[src/rtl/pps_freq_counter.sv]
// rtl/pps_freq_counter.sv - GPS 1PPS period counter with frequency error, lock and loss detection
module pps_freq_counter #(
    parameter int unsigned NOMINAL  = 20_000_000,
    parameter int unsigned TIMEOUT  = 30_000_000,
    parameter int unsigned LOCK_TOL = 100,
    parameter int unsigned LOCK_CNT = 4
) (
    input  logic        CLK_SYS,
    input  logic        CLK_RST,
    input  logic        PPS_IN,
    output logic [31:0] MEAS_CNT,
    output logic [31:0] MEAS_ERR,
    output logic        MEAS_VALID,
    output logic        PPS_LOST,
    output logic        LOCKED,
    output logic        LED
);

    localparam int                 GW       = $clog2(LOCK_CNT + 1);
    localparam logic [GW-1:0]      GOOD_MAX = GW'(LOCK_CNT);
    localparam logic [31:0]        NOM_W    = 32'(NOMINAL);
    localparam logic [31:0]        CNT_LAST = 32'(TIMEOUT - 1);
    localparam logic signed [31:0] TOL_HI   = $signed(32'(LOCK_TOL));
    localparam logic signed [31:0] TOL_LO   = -TOL_HI;

    typedef enum logic {IDLE, RUN} state_t;

    state_t          state;
    state_t          state_next;
    logic [2:0]      pps_sync;
    logic            pps_rise;
    logic            arm;
    logic            take;
    logic            lose;
    logic [31:0]     counter;
    logic [31:0]     meas_sum;
    logic [31:0]     meas_diff;
    logic            err_good;
    logic [GW-1:0]   good_cnt;
    logic [GW-1:0]   good_next;
    logic            locked_next;

    // Two synchronizer flops plus one delay flop for edge detection.
    always_ff @(posedge CLK_SYS or negedge CLK_RST) begin
        if (!CLK_RST) begin
            pps_sync <= 3'b000;
        end else begin
            pps_sync <= {pps_sync[1:0], PPS_IN};
        end
    end

    assign pps_rise = pps_sync[1] & ~pps_sync[2];

    always_ff @(posedge CLK_SYS or negedge CLK_RST) begin
        if (!CLK_RST) begin
            state <= IDLE;
        end else begin
            state <= state_next;
        end
    end

    always_comb begin
        state_next = state;
        case (state)
            IDLE:    if (pps_rise) state_next = RUN;
            RUN:     if (!pps_rise && (counter == CNT_LAST)) state_next = IDLE;
            default: state_next = IDLE;
        endcase
    end

    // An edge landing on the last counter value is still a measurement.
    always_comb begin
        arm  = 1'b0;
        take = 1'b0;
        lose = 1'b0;
        case (state)
            IDLE:    arm  = pps_rise;
            RUN: begin
                take = pps_rise;
                lose = !pps_rise && (counter == CNT_LAST);
            end
            default: ;
        endcase
    end

    always_comb begin
        meas_sum  = counter + 32'd1;
        meas_diff = meas_sum - NOM_W;
        err_good  = ($signed(meas_diff) >= TOL_LO) && ($signed(meas_diff) <= TOL_HI);
        if (!err_good) begin
            good_next = '0;
        end else if (good_cnt == GOOD_MAX) begin
            good_next = good_cnt;
        end else begin
            good_next = good_cnt + GW'(1);
        end
        locked_next = (good_next == GOOD_MAX);
    end

    always_ff @(posedge CLK_SYS or negedge CLK_RST) begin
        if (!CLK_RST) begin
            counter    <= 32'd0;
            MEAS_CNT   <= 32'd0;
            MEAS_ERR   <= 32'd0;
            MEAS_VALID <= 1'b0;
            PPS_LOST   <= 1'b1;
            LOCKED     <= 1'b0;
            good_cnt   <= '0;
            LED        <= 1'b1;
        end else begin
            MEAS_VALID <= take;
            if (arm || take || lose || (state == IDLE)) begin
                counter <= 32'd0;
            end else begin
                counter <= meas_sum;
            end
            if (arm) begin
                PPS_LOST <= 1'b0;
            end
            if (take) begin
                MEAS_CNT <= meas_sum;
                MEAS_ERR <= meas_diff;
                good_cnt <= good_next;
                LOCKED   <= locked_next;
                LED      <= locked_next ? 1'b0 : ~LED;
            end
            if (lose) begin
                PPS_LOST <= 1'b1;
                LOCKED   <= 1'b0;
                good_cnt <= '0;
                LED      <= 1'b1;
            end
        end
    end

endmodule
[config.mk]
export PLATFORM = sky130hd
export DESIGN_NAME = pps_freq_counter
export DESIGN_NICKNAME = d
export VERILOG_FILES = /design/src/rtl/pps_freq_counter.sv
export SDC_FILE = /design/constraint.sdc
export NUM_CORES = 1
export LEC_CHECK = 0
export CELL_PAD_IN_SITES_DETAIL_PLACEMENT = 0
export CELL_PAD_IN_SITES_GLOBAL_PLACEMENT = 1
export CORE_MARGIN = 4
export CORE_UTILIZATION = 25
export CTS_CLUSTER_SIZE = 24
export DETAILED_ROUTE_END_ITERATION = 12
export PLACE_DENSITY_LB_ADDON = 0.12
export SETUP_SLACK_MARGIN = 0.1
export SLEW_MARGIN = 20
export SYNTH_ARGS = -nofsm -noshare
export SYNTH_HDL_FRONTEND = slang
export SYNTH_SLANG_ARGS = --single-unit
[constraint.sdc]
create_clock -name CLK_SYS -period 12.7 [get_ports CLK_SYS]
set_clock_uncertainty 0.15 [all_clocks]
set_input_delay 1.905 -clock CLK_SYS [delete_from_list [all_inputs] [get_ports CLK_SYS]]
set_output_delay 1.905 -clock CLK_SYS [all_outputs]
set_load 0.05 [all_outputs]
### Yosys cells after proc, flatten, opt, wreduce, memory -nomap -nowiden

Cells that the tools add are included.

| word-level totals | value |
|---|---|
| word-level logic and storage cells | 48 |
| bits in registers | 107 |
| output and inout bits | 68 |
| bits of input ports | 3 |

| operators by class | value |
|---|---|
| add/sub/neg operators | 3 |
| $lt $le $gt $ge | 2 |
| eq/ne operators | 3 |
| mux-type cells | 18 |
| reduce and logical (&&, ||, !) cells | 8 |
| bitwise gates (word level) | 4 |

Operator list:

| kind | count |
|---|---|
| adder 32 x 1 -> 32 bit (second input constant) | 1 |
| == test 32 x 25 -> 1 bit (second input constant) | 1 |
| greater-or-equal comparator 32 x 8 -> 1 bit (second input constant) | 1 |
| less-or-equal comparator 32 x 8 -> 1 bit (second input constant) | 1 |
| two-way mux 32 bit | 1 |
| subtractor 32 x 25 -> 32 bit (second input constant) | 1 |
| two-way mux 1 bit | 12 |
| two-way mux 3 bit | 4 |
| == test 3 bit (second input constant) | 2 |
| nonzero test 2 bit | 2 |
| adder 3 x 1 -> 3 bit (second input constant) | 1 |
| logical OR 1 bit | 3 |
| NOT 1 bit | 3 |
| logical AND 1 bit | 2 |
| case mux 1 bit (2 select lines) | 1 |
| AND 1 bit | 1 |
| logical NOT 1 bit | 1 |

### Depth between registers and ports, before layout

| logic depth | value |
|---|---|
| depth after elaboration | 9 |
| depth in mapped cells | 17 |
| depth with buffers taken out | 16 |

### Worst setup path after synthesis

No wires, ideal clock.

| timing | value |
|---|---|
| path type | register to register |
| from | register counter[0] |
| to | register LED |
| cell stages (with the launch flop) | 14 |
| required time | 12.468 ns |
| data arrival time | 3.933 ns |
| library setup time | 0.082 ns |
| buffers on the path | 0 |
| slack | 8.536 ns |
| clock period less this slack | 4.164 ns |
| cells stage by stage | dfrtp_1 -> ha_1 -> nand4_4 -> or4_4 -> or3_4 -> o211ai_2 -> nand2_2 -> or4_4 -> o221ai_2 -> o2111ai_1 -> or4_4 -> o32ai_4 -> a211oi_1 -> a211o_1 |

| between the ends | value |
|---|---|
| word-level cells in the longest chain between the ends | 9 |
| elaborated cells between the ends (all ways) | 14 |
| those cells by class | add/sub (2); order compare (2); eq/ne (2); mux (5); reduce/logical (3) |

RTL lines:

| element | line | source |
|---|---|---|
| start, declared | 35 | `logic [31:0] counter;` |
| start signal, assigned | 115 | `counter <= meas_sum;` |
| adder 32 x 1 -> 32 bit | 87 | `meas_sum = counter + 32'd1;` |
| subtractor 32 x 25 -> 32 bit | 88 | `meas_diff = meas_sum - NOM_W;` |
| greater-or-equal comparator 32 x 8 -> 1 bit or less-or-equal comparator 32 x 8 -> 1 bit (tied branches) | 89 | `err_good = ($signed(meas_diff) >= TOL_LO) && ($signed(meas_diff) <= TOL_HI);` |
| logical AND 1 bit | 89 |  |
| two-way mux 3 bit | 90 | `if (!err_good) begin` |
| == test 3 bit | 97 | `locked_next = (good_next == GOOD_MAX);` |
| two-way mux 1 bit | 125 | `LED <= locked_next ? 1'b0 : ~LED;` |
| two-way mux 1 bit | 120 | `if (take) begin` |
| two-way mux 1 bit | 127 | `if (lose) begin` |
| end signal, assigned | 125 |  |
| end, declared | 16 | `output logic LED` |

Parallel ways exist; a longest one is shown, timed or not. The select of a mux whose other input is x is not followed.
A chain may end at the register's enable or synchronous reset.

### Final worst setup path

Ends and elaborated chain as after synthesis.

==> impl_metrics.env <==
export IMPL_outcome="finished, final reports clean"
export IMPL_first_global_vias=5346
export IMPL_layout_drive_gt1_share=0.0625
export IMPL_worst_pin_slew_ns=0.976
export IMPL_cts_repair_resize_count=0
export IMPL_setup_tns_ns=0
export IMPL_antenna_found_initial=0
export IMPL_synth_cells=713
export IMPL_synthTopCellsByArea="dfrtp_1, nand2_1, o21ai_0, nor2_1, xnor2_1"
export IMPL_cellLeakagePower_nw=2.85
export IMPL_cts_clk_slew_worst_paths_ns=0.07
export IMPL_ioPinCount=71
export IMPL_drt_wl_total_um=20600
export IMPL_avgViaCountPerCell=5.10
export IMPL_finalCriticalPeriod_ns=5.13
export IMPL_power_density_nw_per_um2=106
export IMPL_yosysUniqueCellTypes=74
export IMPL_final_util=0.304
export IMPL_cts_setup_buffers=0
export IMPL_r2r_slack_ns=7.57
export IMPL_startpoint_type="flip-flop"
export IMPL_cts_tree="built"
export IMPL_hold_viol=0
export IMPL_finalSetupViolations=0
export IMPL_fin_crit_sh=0.404
export IMPL_dp_cells=1056
export IMPL_core_um2=23600
export IMPL_fp_row_count=56
export IMPL_grt_use_total=0.158
export IMPL_synth_top_cell_area_share=0.403
export IMPL_ys_ff_latch=99
export IMPL_clock_fmax_ghz=0.195
export IMPL_start_util=0.255
export IMPL_drt_iter0_drc=435
export IMPL_root_buffer="clkbuf_16"
export IMPL_peakVddDrop_mv=0.0622
export IMPL_first_pass_iters=5
export IMPL_netlist_area_um2=6030
export IMPL_critPathRequiredTime_ns=12.83
export IMPL_grt_pass1_wl_um=32500
export IMPL_cts_sinks=99
export IMPL_clock_path_buffers=2
export IMPL_async_flop_share=1.00
export IMPL_synth_top_area_cell="dfrtp_1"
export IMPL_wire_per_inst_um=19.2
export IMPL_drc_errors=0
export IMPL_min_path_type="flip-flop to flip-flop"
export IMPL_fp_dieH_um=163
export IMPL_critPathMaxFanout=9
export IMPL_io_buffers=70
export IMPL_gp_congestion=0.868
export IMPL_finalNonFillerCells=1071
export IMPL_rsz0062_at_grt="false"
export IMPL_numCtsBuffers=9
export IMPL_syn_avg_cell_area_um2=8.45
export IMPL_final_nets=759
export IMPL_setup_slack_ns=7.57
export IMPL_holdWs_ns=0.215
export IMPL_antenna_diode_count=0
export IMPL_syn_to_final_growth_pct=19.3
export IMPL_clk_latency_ns=0.35
export IMPL_seq_area_frac_synth=0.412
export IMPL_slew_headroom=0.345
export IMPL_synthesis_nets=724
export IMPL_die_w_um=163
export IMPL_synth_ff_type="dfrtp_1"
export IMPL_ctsHoldBuffers=0
export IMPL_fillCellCount=2548
export IMPL_cp_arrival_ns=5.26
export IMPL_critPathKind="flip-flop to flip-flop"
export IMPL_die_area_um2=26700
export IMPL_synth_edff_count=0
export IMPL_dpl_hpwl_um=15600
export IMPL_ant_nets=0
export IMPL_grt_start_max_net_pins=111
export IMPL_synth_warning_count=0
export IMPL_max_cap_violations=0
export IMPL_overflow=0
export IMPL_crit_path_end_kind="flip-flop"
export IMPL_maxSlewViolCount=0
export IMPL_pre_cts_ws_ns=7.62
export IMPL_vias=5457
export IMPL_cts_max_level=3
## through the flow
step | power, mW | cell area, um2
6_report | 0.765 | 7190
2_1_floorplan | 0.459 | 6030
4_1_cts | 0.781 | 7190
3_5_place_dp | 0.512 | 6920
3_3_place_gp | 0.512 | 6920
5_1_grt | 0.804 | 7190
## power breakdown
group          switching [mW]  total [mW]  internal (mW)
combinational           0.109       0.151         0.0424
clock                   0.129       0.261          0.133
sequential             0.0185       0.353          0.334
## flip-flops by register name, summed over array words and instances, names as in the netlist
| name | count |
|---|---|
| PPS_LOST | 1 |
| state | 1 |
| LOCKED | 1 |
| counter | 32 |
| pps_sync | 3 |
| MEAS_ERR | 24 |
| LED | 1 |
| MEAS_VALID | 1 |
| MEAS_CNT | 32 |
| good_cnt | 3 |
## cell usage after synthesis (8+ instances only)
master      n
a21oi_1    15
and2_1      9
and3_1     11
buf_2      11
buf_4       9
clkbuf_1   27
dfrtp_1    97
ha_1        8
inv_1      12
nand2_1   110
nand3_1    36
nand4_1    18
nor2_1     70
nor3_1     23
nor4_1     14
o21ai_0    79
or4_1       8
xnor2_1    26
xor2_1     14
## worst paths after layout
kind | startpoint | to | cells past startpoint
min in group asynchronous | CLK_RST | MEAS_ERR[13] | 1
worst min register to register | pps_sync[0] | pps_sync[1] | 0
max in group asynchronous | CLK_RST | MEAS_CNT[24] | 2
worst min-delay path | pps_sync[0] | pps_sync[1] | 0
worst max-delay path | counter[0] | LED | 13
worst max register to register | counter[0] | LED | 13
## layout by cell type, fill, tap and decap left out, types with 12 or more instances in the layout
master	netlist	layout
a21oi_1	15	15
clkdlybuf4s50_1	0	69
xnor2_1	26	26
nand3_1	36	36
dfrtp_1	97	97
nand2_1	110	109
nor3_1	23	23
nand4_1	18	18
xor2_1	14	14
inv_1	12	12
nor2_1	70	70
nor4_1	14	14
o21ai_0	79	79
## critical path, cell delays in order (launching register included)
cell and delay [ns]:
dfrtp_1 0.43, ha_1 0.29, nand4_4 0.21, nor4_2 0.64, xor2_1 0.25, nor3_1 0.44
a31oi_1 0.38, o211ai_1 0.34, nor4bb_1 0.33, xor2_1 0.23, or4_1 0.59, o32ai_4 0.37
a211oi_1 0.13, a211o_1 0.27
## final cells by class
cell class                      instances  area [um2]  share of cell area
Timing Repair Buffer                   73         721               0.100
Clock inverter                          5        38.8             0.00540
Tap cell                              319         399              0.0555
Inverter                               12        45.0             0.00627
Multi-Input combinational cell        553        3270               0.456
Clock buffer                           10         229              0.0319
Sequential cell                        99        2480               0.345
## cell families (layout without fill, tap and decap cells)
kind of cell             Yosys count  after routing  synth area share
adder cells (fa/ha/maj)            8              8            0.0166
flip-flops                        99             99             0.412
AO/OA/AOI/OAI                    156            156             0.167
AND/OR/NAND/NOR                  345            345             0.292
XOR/XNOR                          41             41            0.0608
buffers and inverters             61            100            0.0463
multiplexers                       3              3           0.00540
## metal layers
metal  track usage  vias to the layer above  wire [um]
met4        0.0381                        0        278
li1              -                     2614          -
met5             0                        -          0
met3        0.0275                       22        930
met2         0.248                      154       9340
met1         0.227                     2667      10000
Note: power is estimated with default switching activity, not from simulation.
